==> src/rtl/demux_pkg.sv <==
// Shared constants for demux_stream: channel indices, select codes and slot states.
// The select codes mirror the team 4:1 mux so both blocks agree on channel numbering.
package demux_pkg;

    localparam int NUM_CH = 4;

    localparam int CH_OUT1 = 0;
    localparam int CH_OUT2 = 1;
    localparam int CH_OUT3 = 2;
    localparam int CH_OUT4 = 3;

    localparam logic [1:0] SEL_OUT1 = 2'b01;
    localparam logic [1:0] SEL_OUT2 = 2'b00;
    localparam logic [1:0] SEL_OUT3 = 2'b11;
    localparam logic [1:0] SEL_OUT4 = 2'b10;

    typedef enum logic {
        EMPTY = 1'b0,
        FULL  = 1'b1
    } slot_state_e;

    // Channel index addressed by a select code.
    function automatic logic [1:0] sel_to_ch(input logic [1:0] sel);
        logic [1:0] ch;
        ch = 2'(CH_OUT2);
        case (sel)
            SEL_OUT1: ch = 2'(CH_OUT1);
            SEL_OUT2: ch = 2'(CH_OUT2);
            SEL_OUT3: ch = 2'(CH_OUT3);
            SEL_OUT4: ch = 2'(CH_OUT4);
            default:  ch = 2'(CH_OUT2);
        endcase
        return ch;
    endfunction

    function automatic logic [NUM_CH-1:0] sel_to_onehot(input logic [1:0] sel);
        logic [NUM_CH-1:0] base;
        base = 4'b0001;
        return base << sel_to_ch(sel);
    endfunction

endpackage

==> src/rtl/demux_slot.sv <==
// One-entry registered output slot with EMPTY/FULL state and same-cycle replace.
// With DEMUX_CNT_EN defined, also keeps a wrapping drain counter with synchronous clear.
module demux_slot
    import demux_pkg::*;
#(
`ifdef DEMUX_CNT_EN
    parameter int CW = 8,
`endif
    parameter int W  = 2
) (
    input  logic          clk,
    input  logic          rst_n,
`ifdef DEMUX_CNT_EN
    input  logic          cnt_clr,
    output logic [CW-1:0] cnt,
`endif
    input  logic          load,
    input  logic [W-1:0]  load_data,
    input  logic          out_ready,
    output logic          valid,
    output logic [W-1:0]  data
);

    slot_state_e  state_q, state_d;
    logic [W-1:0] data_q, data_d;
    logic         drain;

    assign valid = (state_q == FULL);
    assign data  = data_q;
    assign drain = valid && out_ready;

    // A load always wins: it either fills an empty slot or replaces the word being drained.
    always_comb begin
        state_d = state_q;
        data_d  = data_q;
        if (load) begin
            state_d = FULL;
            data_d  = load_data;
        end else if (drain) begin
            state_d = EMPTY;
        end
    end

    always_ff @(posedge clk or negedge rst_n) begin
        if (!rst_n) begin
            state_q <= EMPTY;
            data_q  <= '0;
        end else begin
            state_q <= state_d;
            data_q  <= data_d;
        end
    end

`ifdef DEMUX_CNT_EN
    logic [CW-1:0] cnt_q, cnt_d;

    assign cnt = cnt_q;

    always_comb begin
        cnt_d = cnt_q;
        if (cnt_clr) begin
            cnt_d = '0;
        end else if (drain) begin
            cnt_d = cnt_q + CW'(1);
        end
    end

    always_ff @(posedge clk or negedge rst_n) begin
        if (!rst_n) begin
            cnt_q <= '0;
        end else begin
            cnt_q <= cnt_d;
        end
    end
`endif

endmodule

==> src/rtl/demux_stream.sv <==
// 1-to-4 valid/ready demultiplexer routing each word to one of four registered slots.
// Optional per-channel drain counters are enabled by defining DEMUX_CNT_EN.
module demux_stream
    import demux_pkg::*;
#(
`ifdef DEMUX_CNT_EN
    parameter int CW = 8,
`endif
    parameter int W  = 2
) (
    input  logic                 clk,
    input  logic                 rst_n,
`ifdef DEMUX_CNT_EN
    input  logic                 cnt_clr,
    output logic [NUM_CH*CW-1:0] out_cnt,
`endif
    input  logic                 in_valid,
    input  logic [1:0]           in_sel,
    input  logic [W-1:0]         in_data,
    output logic                 in_ready,
    output logic [NUM_CH-1:0]    out_valid,
    output logic [NUM_CH*W-1:0]  out_data,
    input  logic [NUM_CH-1:0]    out_ready
);

    logic [1:0]        target_ch;
    logic [NUM_CH-1:0] target_oh;
    logic [NUM_CH-1:0] load;
    logic              accept;

    // Only the addressed slot can stall the input; in_data never reaches in_ready.
    always_comb begin
        target_ch = sel_to_ch(in_sel);
        target_oh = sel_to_onehot(in_sel);
        in_ready  = !out_valid[target_ch] || out_ready[target_ch];
        accept    = in_valid && in_ready;
        load      = accept ? target_oh : '0;
    end

    for (genvar k = 0; k < NUM_CH; k++) begin : g_slot
        demux_slot #(
`ifdef DEMUX_CNT_EN
            .CW        (CW),
`endif
            .W         (W)
        ) u_slot (
            .clk       (clk),
            .rst_n     (rst_n),
`ifdef DEMUX_CNT_EN
            .cnt_clr   (cnt_clr),
            .cnt       (out_cnt[k*CW +: CW]),
`endif
            .load      (load[k]),
            .load_data (in_data),
            .out_ready (out_ready[k]),
            .valid     (out_valid[k]),
            .data      (out_data[k*W +: W])
        );
    end

endmodule

==> config.mk <==
export PLATFORM = sky130hd
export DESIGN_NAME = demux_stream
export DESIGN_NICKNAME = d
export VERILOG_FILES = /design/src/rtl/demux_pkg.sv /design/src/rtl/demux_slot.sv /design/src/rtl/demux_stream.sv
export SDC_FILE = /design/constraint.sdc
export NUM_CORES = 1
export LEC_CHECK = 0
export CAP_MARGIN = 20
export CORE_AREA = 5 5 42 44
export CTS_BUF_LIST = sky130_fd_sc_hd__clkbuf_4 sky130_fd_sc_hd__clkbuf_8
export CTS_CLUSTER_SIZE = 24
export DETAILED_ROUTE_END_ITERATION = 7
export DIE_AREA = 0 0 47 49
export GPL_TIMING_DRIVEN = 0
export MAX_ROUTING_LAYER = met4
export PLACE_DENSITY_LB_ADDON = 0.3
export REMOVE_ABC_BUFFERS = 1
export SYNTH_ARGS = -nofsm -noshare
export SYNTH_HDL_FRONTEND = slang
export SYNTH_HIERARCHICAL = 1
export SYNTH_SLANG_ARGS = --single-unit
==> constraint.sdc <==
create_clock -name clk -period 2.5 [get_ports clk]
set_input_delay 0.625 -clock clk [delete_from_list [all_inputs] [get_ports clk]]
set_output_delay 0.625 -clock clk [all_outputs]
set_load 0.05 [all_outputs]
# Yosys cells after proc, flatten, opt, wreduce, memory -nomap -nowiden
# Index checks and enable logic that the tools add are counted.
# classes
magnitude_cmp	1
n_eq_ne	3
n_shift	1
muxes	14
reduce_logical	12
# op_table
operator	count
$mux 1	10
$pmux 2 s4	1
$reduce_bool 2->1	4
$logic_and 1x1->1	5
$bmux 1 s2	2
$eq 2x2->1 const B	2
$mux 4	1
$shl 1x2->4 const A	1
$lt 2x3->1 const B	1
$eq 2x1->1 const B	1
$logic_not 2->1	1
$logic_not 1->1	1
$logic_or 1x1->1	1
# word_totals
register_bits	12
input_bits	11
output_inout_bits	13
wordCells	39

# Longest topological paths before layout
# Gate-level depths: netlist of the first run.
# logic_depth
ltp_word	9
depth_mapped	3

# By module
# Netlist of the first run, hierarchy kept.
# by_module_without_submodules
module	instances	cells_each	area_per_inst_um2
demux_slot	4	7	110.1
demux_stream	1	9	101.3

# Worst setup path after synthesis of the first run
# OpenSTA, ideal clock, no wires.
# synth_path
path_type	input -> output
startpoint	in out_ready[2]
endpoint	out in_ready
arrival_time_ps	1377
required_time_ps	1875
path_slack_ps	498
path_stages	2
cell_sequence	nand2b_4 mux4_2
# synth_via
elab_chain_cells	3
# synth_rtl
item	line_no	source
start, declared	demux_stream.sv:23	input logic [NUM_CH-1:0] out_ready
$bmux 1 s2	demux_stream.sv:35	in_ready = !out_valid[target_ch] || out_ready[target_ch];
$mux 1 (implied by the code)	demux_stream.sv:35	
$logic_or 1x1->1	demux_stream.sv:35	
end, declared	demux_stream.sv:20	output logic in_ready,
# Every way passes these cells. The select of a mux whose other input is x is not followed.

# Worst setup path after layout of the first run
# layout_path
startpoint	in out_ready[1]
endpoint	out in_ready
# The elaborated chain is that of the path after synthesis.

==> impl_metrics.toml, run 1 <==
[cells_and_area]
regArea_um2 = 300.3
post_layout_nonfiller_instances = 79
n_antenna_cell = 0
areaGrowthSynthToFinish_pct = 50.35
nFillCells = 126
multi_input_comb_area_um2 = 226.5
design.final.nets = 76
postLayoutCoreUtil = 0.5813
most-common-layout-cells = "sky130_fd_sc_hd__clkdlybuf4s50_1, sky130_fd_sc_hd__dfrtp_1, sky130_fd_sc_hd__mux2_2"
drive_above_1_share = 0.3016
most_common_library_cell_in_the_layout_ignoring_fill_and_taps = "sky130_fd_sc_hd__clkdlybuf4s50_1"

[place]
placement.setup.worst_slack_ps = -521.5
finalWeightedCongestion = 0.6978
post-dp-hpwl_um = 857.2
place.detailed.instances = 76
numPortBuffers = 23

[global_route]
grt_util_met2 = 0.1606
grt_max_degree = 13
global_route.usage.met3 = 0.02583
grtUsageTotal = 0.1091
antenna_found_initial = 0
groute.layer.met1.usage = 0.1422
first_global_vias = 396
grt_pass1_wl_um = 1807
globalRoute.totalOverflow = 0
busiest_metal_layer_after_global_routing = "met2"

[floorplanning]
die_w_um = 47
fp.dieH_um = 49
coreArea_um2 = 1401
dieArea_um2 = 2303
start_util = 0.3866
rows = 14
pin_count = 24

[setup_path]
setup.worst_path.start_class = "primary input"
worst_path_largest_cell_delay_ps = 470
timing.critical_path.max_delay_family = "buffers and inverters"
path_buf_inv = 2
setup.worst_path.class = "primary input to output pin"
critical_path_arrival_ps = 1840
endpoint_kind = "output pin"
critical_path_peak_fanout = 2
sequence_of_cells_on_the_critical_path = "clkdlybuf4s50_1, nand2b_1, mux4_2, buf_6"
slowest_stage_cell_on_the_critical_path = "sky130_fd_sc_hd__mux4_2"
cp.required_ps = 1880

[timing]
final.period_utilization = 0.9864
rsz_0062_raised_after_global_routing = "false"
final_period_minus_worst_setup_slack_ps = 2466
fin_tns_setup_ps = 0
max_freq_mhz = 405.5
clock_skew_ps = 0.2321
setup_violations = 0
hold_viol_final = 0
max-slew-margin-rel = 0.5722
timing.final.ws_setup_ps = 34.04
slew_at_the_pin_closest_to_its_max_slew_limit_ps = 633.0
timing.final.max_slew_violations = 0

[route]
drt_wl_total_um = 1062
routed_via_density = 4.949
first_pass_drt_iterations = 4
routed_wire_length_per_instance_um = 13.44
postRouteAntennaNets = 0
detail_route.drc_violations = 0
vias = 391
drt-initial-drc-count = 3

[logic_synthesis]
synth_seq_area_share = 0.5543
postSynthRegisterBits = 12
post_synth_instance_area_um2 = 541.8
synth_cell_types = 10
synthesized_instance_count = 37
total_number_of_yosys_warnings = 6
synthesis.area_per_instance_um2 = 14.64

[clocking]
cts.reportedPaths.clkPinSlew_ps = 70
clock_latency_ps = 260
tritoncts_num_sinks = 12
tritoncts.num_buffers = 3
clock-root-buffer = "sky130_fd_sc_hd__clkbuf_4"
cts-htree-levels = 1
ctsResizeCount = 7
postCtsHoldBufs = 0
clock_tree_from_tritoncts = "done"
clock_tree.buffer_depth = 2
post-cts-setup-buffer-count = 0

[power_and_ir_drop]
irDropWorstVdd_mv = 0.3766
p_total_mw = 0.6165
power_per_cell_area_nw_per_um2 = 756.9
leakagePower_nw = 0.3743

[min_path]
worst_hold_path_type = "flop to flop"

[flow_run]
cap_violations = 0

[status]
run_status = "finished clean"
## metal layers
metal  wire length (um)  vias up
met3                115        2
met4                  4        0
met5                  0        -
li1                   -      186
met2                493       13
met1                449      190
## power by group
group	internal [mW]	switching, mW
Combinational	0.102	0.158
Clock	0.0555	0.0567
Sequential	0.226	0.0182
Total	0.383	0.233
## final timing paths
check                                          from  cells past startpoint                  endpoint  slack, ps
max                                    out_ready[1]                      4                  in_ready         30
min                        g_slot[3].u_slot/data[0]                      1  g_slot[3].u_slot/data[0]        510
max reg2reg                  g_slot[1].u_slot/valid                      3  g_slot[1].u_slot/data[1]        970
min reg2reg                g_slot[3].u_slot/data[0]                      1  g_slot[3].u_slot/data[0]        510
max in group asynchronous                     rst_n                      1    g_slot[0].u_slot/valid       1440
min in group asynchronous                     rst_n                      1    g_slot[3].u_slot/valid        710
## state kept, by name, indices dropped and copies added (netlist names)
signal / flops
g_slot.u_slot/valid: 4
g_slot.u_slot/data: 8
## Yosys cell counts
cell type                  count  area (um^2)
sky130_fd_sc_hd__mux4_2        1        22.52
sky130_fd_sc_hd__mux2_2        8        90.09
sky130_fd_sc_hd__nor4bb_1      1        10.01
sky130_fd_sc_hd__and4_1        1        8.760
sky130_fd_sc_hd__nand2b_4      2        27.53
sky130_fd_sc_hd__nand2b_1      2        12.51
sky130_fd_sc_hd__a21o_2        4        35.03
sky130_fd_sc_hd__dfrtp_1      12        300.3
sky130_fd_sc_hd__inv_1         4        15.01
sky130_fd_sc_hd__and4b_1       2        20.02
## cell families (layout without fill, tap and decap cells)
family | Yosys count | after routing | synth area share
compound gates | 4 | 4 | 0.06466
flops | 12 | 12 | 0.5543
mux | 9 | 9 | 0.2079
buf+inv | 4 | 30 | 0.02771
simple gates | 8 | 8 | 0.1455
## stage by stage
step	instance area (um^2)	hold WS, ps
2_1_floorplan	541.8	329.4
3_3_place_gp	792.0	492.1
3_5_place_dp	792.0	497.9
4_1_cts	810.8	514.1
5_1_grt	814.5	533.3
6_report	814.5	512.7
## area by class of cell
type	instances	share of cell area
sequential	12	0.3687
clock buffer	3	0.02765
inverter	4	0.01843
tap	16	0.02458
multi-input combinational	21	0.2780
timing repair buffer	23	0.2826
## worst register-to-register path, stage by stage (launching register included)
cell	delay [ps]
sky130_fd_sc_hd__dfrtp_1	390
sky130_fd_sc_hd__nand2b_1	100
sky130_fd_sc_hd__nor4bb_1	530
sky130_fd_sc_hd__mux2_2	410
Note: power is estimated with default switching activity, not from simulation.
==> inputs of run 2 (changes only) <==
--- a/config.mk
+++ b/config.mk
@@ -6,11 +6,13 @@
 export NUM_CORES = 1
 export LEC_CHECK = 0
 export CAP_MARGIN = 20
-export CORE_AREA = 5 5 42 44
+export CELL_PAD_IN_SITES_DETAIL_PLACEMENT = 1
+export CELL_PAD_IN_SITES_GLOBAL_PLACEMENT = 1
+export CORE_AREA = 5 5 46 48
 export CTS_BUF_LIST = sky130_fd_sc_hd__clkbuf_4 sky130_fd_sc_hd__clkbuf_8
 export CTS_CLUSTER_SIZE = 24
 export DETAILED_ROUTE_END_ITERATION = 7
-export DIE_AREA = 0 0 47 49
+export DIE_AREA = 0 0 51 53
 export GPL_TIMING_DRIVEN = 0
 export MAX_ROUTING_LAYER = met4
 export PLACE_DENSITY_LB_ADDON = 0.3
==> impl_metrics.toml, run 2 (same netlist as run 1, synthesis figures left out) <==
[status]
run_status = "finished clean"

[timing]
clock_skew_ps = 2.868
worst_hold_slack_ps = 512.4
rsz_0062_raised_after_global_routing = "false"
max_freq_mhz = 406.9
slew_at_the_pin_closest_to_its_max_slew_limit_ps = 637.7
timing.final.max_slew_violations = 0
final.period_utilization = 0.9831
hold_viol_final = 0
setup_violations = 0
max-slew-margin-rel = 0.5691
final_period_minus_worst_setup_slack_ps = 2458

[setup_path]
endpoint_kind = "output pin"
path_depth = 4
setup.worst_path.start = "out_ready[0]"
path_buf_inv = 2
endpoint = "in_ready"
r2r-end = "g_slot[1].u_slot/data[1]"
ff2ff_setup_slack_ps = 970
setup.worst_path.class = "primary input to output pin"
worst_path_largest_cell_delay_ps = 470
critical_path_peak_fanout = 2
r2r-start = "g_slot[1].u_slot/valid"
cp.required_ps = 1880
setup.worst_path.start_class = "primary input"
sequence_of_cells_on_the_critical_path = "clkdlybuf4s50_1, nand2b_1, mux4_2, buf_8"
ff2ff_path_depth = 3
slowest_stage_cell_on_the_critical_path = "sky130_fd_sc_hd__mux4_2"
critical_path_arrival_ps = 1830
timing.critical_path.max_delay_family = "buffers and inverters"

[floorplanning]
die_w_um = 51
coreArea_um2 = 1670
start_util = 0.3243
dieArea_um2 = 2703
pin_count = 24
rows = 15
fp.dieH_um = 53

[clocking]
post-cts-setup-buffer-count = 0
postCtsHoldBufs = 0
cts.reportedPaths.clkPinSlew_ps = 70
clock_latency_ps = 270
ctsResizeCount = 7
clock-root-buffer = "sky130_fd_sc_hd__clkbuf_4"
clock_tree_from_tritoncts = "done"
clock_tree.buffer_depth = 2
tritoncts_num_sinks = 12
tritoncts.num_buffers = 3
cts-htree-levels = 1

[power_and_ir_drop]
leakagePower_nw = 0.4070
irDropWorstVdd_mv = 0.4366
power_per_cell_area_nw_per_um2 = 779.9

[route]
first_pass_drt_iterations = 2
postRouteAntennaNets = 0
vias = 400
drt-initial-drc-count = 3
routed_via_density = 4.938
drt_wl_total_um = 1279
detail_route.drc_violations = 0
routed_wire_length_per_instance_um = 15.79

[place]
post-dp-hpwl_um = 967.8
place.detailed.instances = 77
placement.cell_area_um2 = 793.3
numPortBuffers = 23
finalWeightedCongestion = 0.6739

[cells_and_area]
most_common_library_cell_in_the_layout_ignoring_fill_and_taps = "sky130_fd_sc_hd__clkdlybuf4s50_1"
drive_above_1_share = 0.3281
largest_register_ffs = 8
n_antenna_cell = 0
postLayoutCoreUtil = 0.5064
post_layout_nonfiller_instances = 81
finish.instance_area_um2 = 845.8
design.final.nets = 76
most-common-layout-cells = "sky130_fd_sc_hd__clkdlybuf4s50_1, sky130_fd_sc_hd__dfrtp_1, sky130_fd_sc_hd__mux2_2"
areaGrowthSynthToFinish_pct = 56.12

[global_route]
antenna_found_initial = 0
grtUsageTotal = 0.1106
grt_pass1_wl_um = 2104
globalRoute.totalOverflow = 0
first_global_vias = 447
grt_max_degree = 13

[min_path]
worst_hold_path_type = "flop to flop"

[flow_run]
cap_violations = 0
[run 2: cell types whose count changed in the layout (fill, tap and decap cells not counted)]
cell                              change
sky130_fd_sc_hd__clkbuf_8             +1
sky130_fd_sc_hd__nand2b_1             -1
sky130_fd_sc_hd__buf_8                +1
sky130_fd_sc_hd__clkdlybuf4s50_1      -2
sky130_fd_sc_hd__nand2b_4             +1
sky130_fd_sc_hd__dlymetal6s2s_1       +2
sky130_fd_sc_hd__buf_6                -1
[run 2: area by class of cell]
type / instances / area (um^2)
flip-flops and latches: 12 / 300.3
clock buffers: 4 / 36.28
repair buffers: 23 / 239.0
inverters: 4 / 15.01
well taps: 17 / 21.27
fillers: 172 / 824.5
multi-input cells: 21 / 234.0
[run 2: worst min-delay path by stage]
stage,end,cells after the start,start,slack [ps]
2_1_floorplan,g_slot[0].u_slot/data[0],0,rst_n,330
3_5_place_dp,g_slot[1].u_slot/data[0],1,g_slot[1].u_slot/data[0],500
6_report,g_slot[1].u_slot/data[0],1,g_slot[1].u_slot/data[0],510
3_3_place_gp,g_slot[3].u_slot/data[1],1,g_slot[3].u_slot/data[1],490
5_1_grt,g_slot[0].u_slot/data[0],1,g_slot[0].u_slot/data[0],530
4_1_cts,g_slot[0].u_slot/data[0],1,g_slot[0].u_slot/data[0],520
[run 2: routing by layer]
| metal | wire length (um) | share of wire | track usage | vias to the layer above |
|---|---|---|---|---|
| li1 | - | - | - | 187 |
| met1 | 585 | 0.46 | 0.1304 | 193 |
| met2 | 540 | 0.42 | 0.1652 | 18 |
| met3 | 133 | 0.10 | 0.03380 | 2 |
| met4 | 20 | 0.016 | 0.06726 | 0 |
| met5 | 0 | 0 | - | - |
[run 2: report_power, final]
| group | total, mW | switching, mW | internal [mW] |
|---|---|---|---|
| clock | 0.151 | 0.0629 | 0.0884 |
| combinational | 0.262 | 0.160 | 0.103 |
| sequential | 0.246 | 0.0197 | 0.226 |
[run 2: worst register-to-register path: cells and delay by family (launching register included)]
kind	cells	cell delay, ps
mux	1	400
flops	1	420
simple gates	2	600
[run 2: per-stage QoR]
step	TNS [ps]	total power [mW]	setup WS, ps
finish	0	0.6596	42.35
global placement	-528.2	0.5096	-528.2
CTS	0	0.6684	19.51
floorplan	0	0.4099	497.9
global route	0	0.6930	4.759
detailed placement	-518.7	0.5118	-518.7
==> inputs of run 3 (changes only) <==
--- a/config.mk
+++ b/config.mk
@@ -15,7 +15,7 @@
 export DIE_AREA = 0 0 51 53
 export GPL_TIMING_DRIVEN = 0
 export MAX_ROUTING_LAYER = met4
-export PLACE_DENSITY_LB_ADDON = 0.3
+export PLACE_DENSITY_LB_ADDON = 0.1
 export REMOVE_ABC_BUFFERS = 1
 export SYNTH_ARGS = -nofsm -noshare
 export SYNTH_HDL_FRONTEND = slang
==> impl_metrics.toml, run 3 (same netlist as run 1, synthesis figures left out) <==
[status]
run_status = "finished clean"

[cells_and_area]
most-common-layout-cells = "sky130_fd_sc_hd__clkdlybuf4s50_1, sky130_fd_sc_hd__dfrtp_1, sky130_fd_sc_hd__mux2_2"
design.final.nets = 76
areaGrowthSynthToFinish_pct = 57.97
nFillCells = 176
largest_register_ffs = 8
n_antenna_cell = 0
drive_above_1_share = 0.3438
postLayoutCoreUtil = 0.5124
most_common_library_cell_in_the_layout_ignoring_fill_and_taps = "sky130_fd_sc_hd__clkdlybuf4s50_1"
finish.instance_area_um2 = 855.8

[timing]
final.period_utilization = 0.9807
timing.final.ws_setup_ps = 48.23
rsz_0062_raised_after_global_routing = "false"
max_freq_mhz = 407.9
timing.final.max_slew_violations = 0
final_period_minus_worst_setup_slack_ps = 2452
max-slew-margin-rel = 0.5550
clock_skew_ps = 0.6919
setup_violations = 0
fin_tns_setup_ps = 0
slew_at_the_pin_closest_to_its_max_slew_limit_ps = 658.5
hold_viol_final = 0

[floorplanning]
start_util = 0.3243
dieArea_um2 = 2703
coreArea_um2 = 1670
fp.dieH_um = 53
die_w_um = 51
pin_count = 24
rows = 15

[setup_path]
sequence_of_cells_on_the_critical_path = "clkdlybuf4s50_1, nand2b_4, mux4_2, buf_8"
setup.worst_path.class = "primary input to output pin"
timing.critical_path.max_delay_family = "buffers and inverters"
r2r-start = "g_slot[1].u_slot/valid"
path_buf_inv = 2
critical_path_arrival_ps = 1830
setup.worst_path.start = "out_ready[1]"
setup.worst_path.start_class = "primary input"
worst_path_largest_cell_delay_ps = 470
endpoint_kind = "output pin"
cp.required_ps = 1880
slowest_stage_cell_on_the_critical_path = "sky130_fd_sc_hd__mux4_2"
critical_path_peak_fanout = 2

[route]
postRouteAntennaNets = 0
detail_route.drc_violations = 0
vias = 397
routed_wire_length_per_instance_um = 15.32
first_pass_drt_iterations = 3
routed_via_density = 4.901
drt-initial-drc-count = 2
drt_wl_total_um = 1241

[clocking]
cts-htree-levels = 1
cts.reportedPaths.clkPinSlew_ps = 80
post-cts-setup-buffer-count = 0
tritoncts.num_buffers = 3
tritoncts_num_sinks = 12
clock_latency_ps = 270
clock_tree_from_tritoncts = "done"
clock-root-buffer = "sky130_fd_sc_hd__clkbuf_4"
clock_tree.buffer_depth = 2

[global_route]
globalRoute.totalOverflow = 0
grtUsageTotal = 0.1200
first_global_vias = 450
grt_pass1_wl_um = 2201
antenna_found_initial = 0
grt_max_degree = 13

[place]
finalWeightedCongestion = 0.6760
post-dp-hpwl_um = 964.2
placement.setup.worst_slack_ps = -533.5
numPortBuffers = 23
placement.cell_area_um2 = 793.3

[power_and_ir_drop]
leakagePower_nw = 0.4217
p_total_mw = 0.6618
power_per_cell_area_nw_per_um2 = 773.3
irDropWorstVdd_mv = 0.4824

[min_path]
worst_hold_path_type = "flop to flop"
hold_path_startpoint = "g_slot[2].u_slot/data[0]"

[flow_run]
cap_violations = 0
-- run 3: cell types whose count changed in the layout (fill, tap and decap cells not counted) --
| cell | previous run | this run |
|---|---|---|
| sky130_fd_sc_hd__nand2b_4 | 3 | 4 |
| sky130_fd_sc_hd__clkdlybuf4s50_1 | 19 | 18 |
| sky130_fd_sc_hd__dlymetal6s2s_1 | 2 | 3 |
| sky130_fd_sc_hd__nand2b_1 | 1 | 0 |
-- run 3: routing by layer --
layer / track usage / vias up / part of all wire
li1: - / 188 / -
met1: 0.1379 / 192 / 0.43
met2: 0.1781 / 15 / 0.46
met3: 0.04789 / 2 / 0.089
met4: 0.06726 / 0 / 0.014
met5: - / - / 0
-- run 3: stage by stage --
step | cells | hold slack (ps)
finish | 81 | 513.1
global route | 81 | 542.7
CTS | 81 | 518.1
detailed placement | 77 | 499.3
global placement | 77 | 492.6
floorplan | 37 | 329.4
-- run 3: worst paths after layout --
check | slack [ps] | end | depth (start not counted)
worst max-delay path | 50 | in_ready | 4
min in group asynchronous | 710 | g_slot[1].u_slot/valid | 1
worst min-delay path | 510 | g_slot[2].u_slot/data[0] | 1
worst min register to register | 510 | g_slot[2].u_slot/data[0] | 1
max in group asynchronous | 1430 | g_slot[1].u_slot/data[0] | 1
worst max register to register | 940 | g_slot[1].u_slot/data[0] | 3
-- run 3: where the power goes --
| part | internal, mW | total (mW) | switching, mW |
|---|---|---|---|
| sequential | 0.226 | 0.247 | 0.0206 |
| clock | 0.0884 | 0.153 | 0.0645 |
| combinational | 0.103 | 0.262 | 0.159 |
-- run 3: final cells by class --
type                            instances  area, um^2  area share
Multi-Input combinational cell         21       241.5      0.2822
Tap cell                               17       21.27     0.02485
Sequential cell                        12       300.3      0.3509
Clock buffer                            4       36.28     0.04240
Timing Repair Buffer                   23       241.5      0.2822
Inverter                                4       15.01     0.01754
-- run 3: what timing repair did --
action	4_1_cts	5_1_grt
setup endpoints to repair	1	1
hold buffers	0	0
gates cloned	0	0
gates resized for setup	7	7
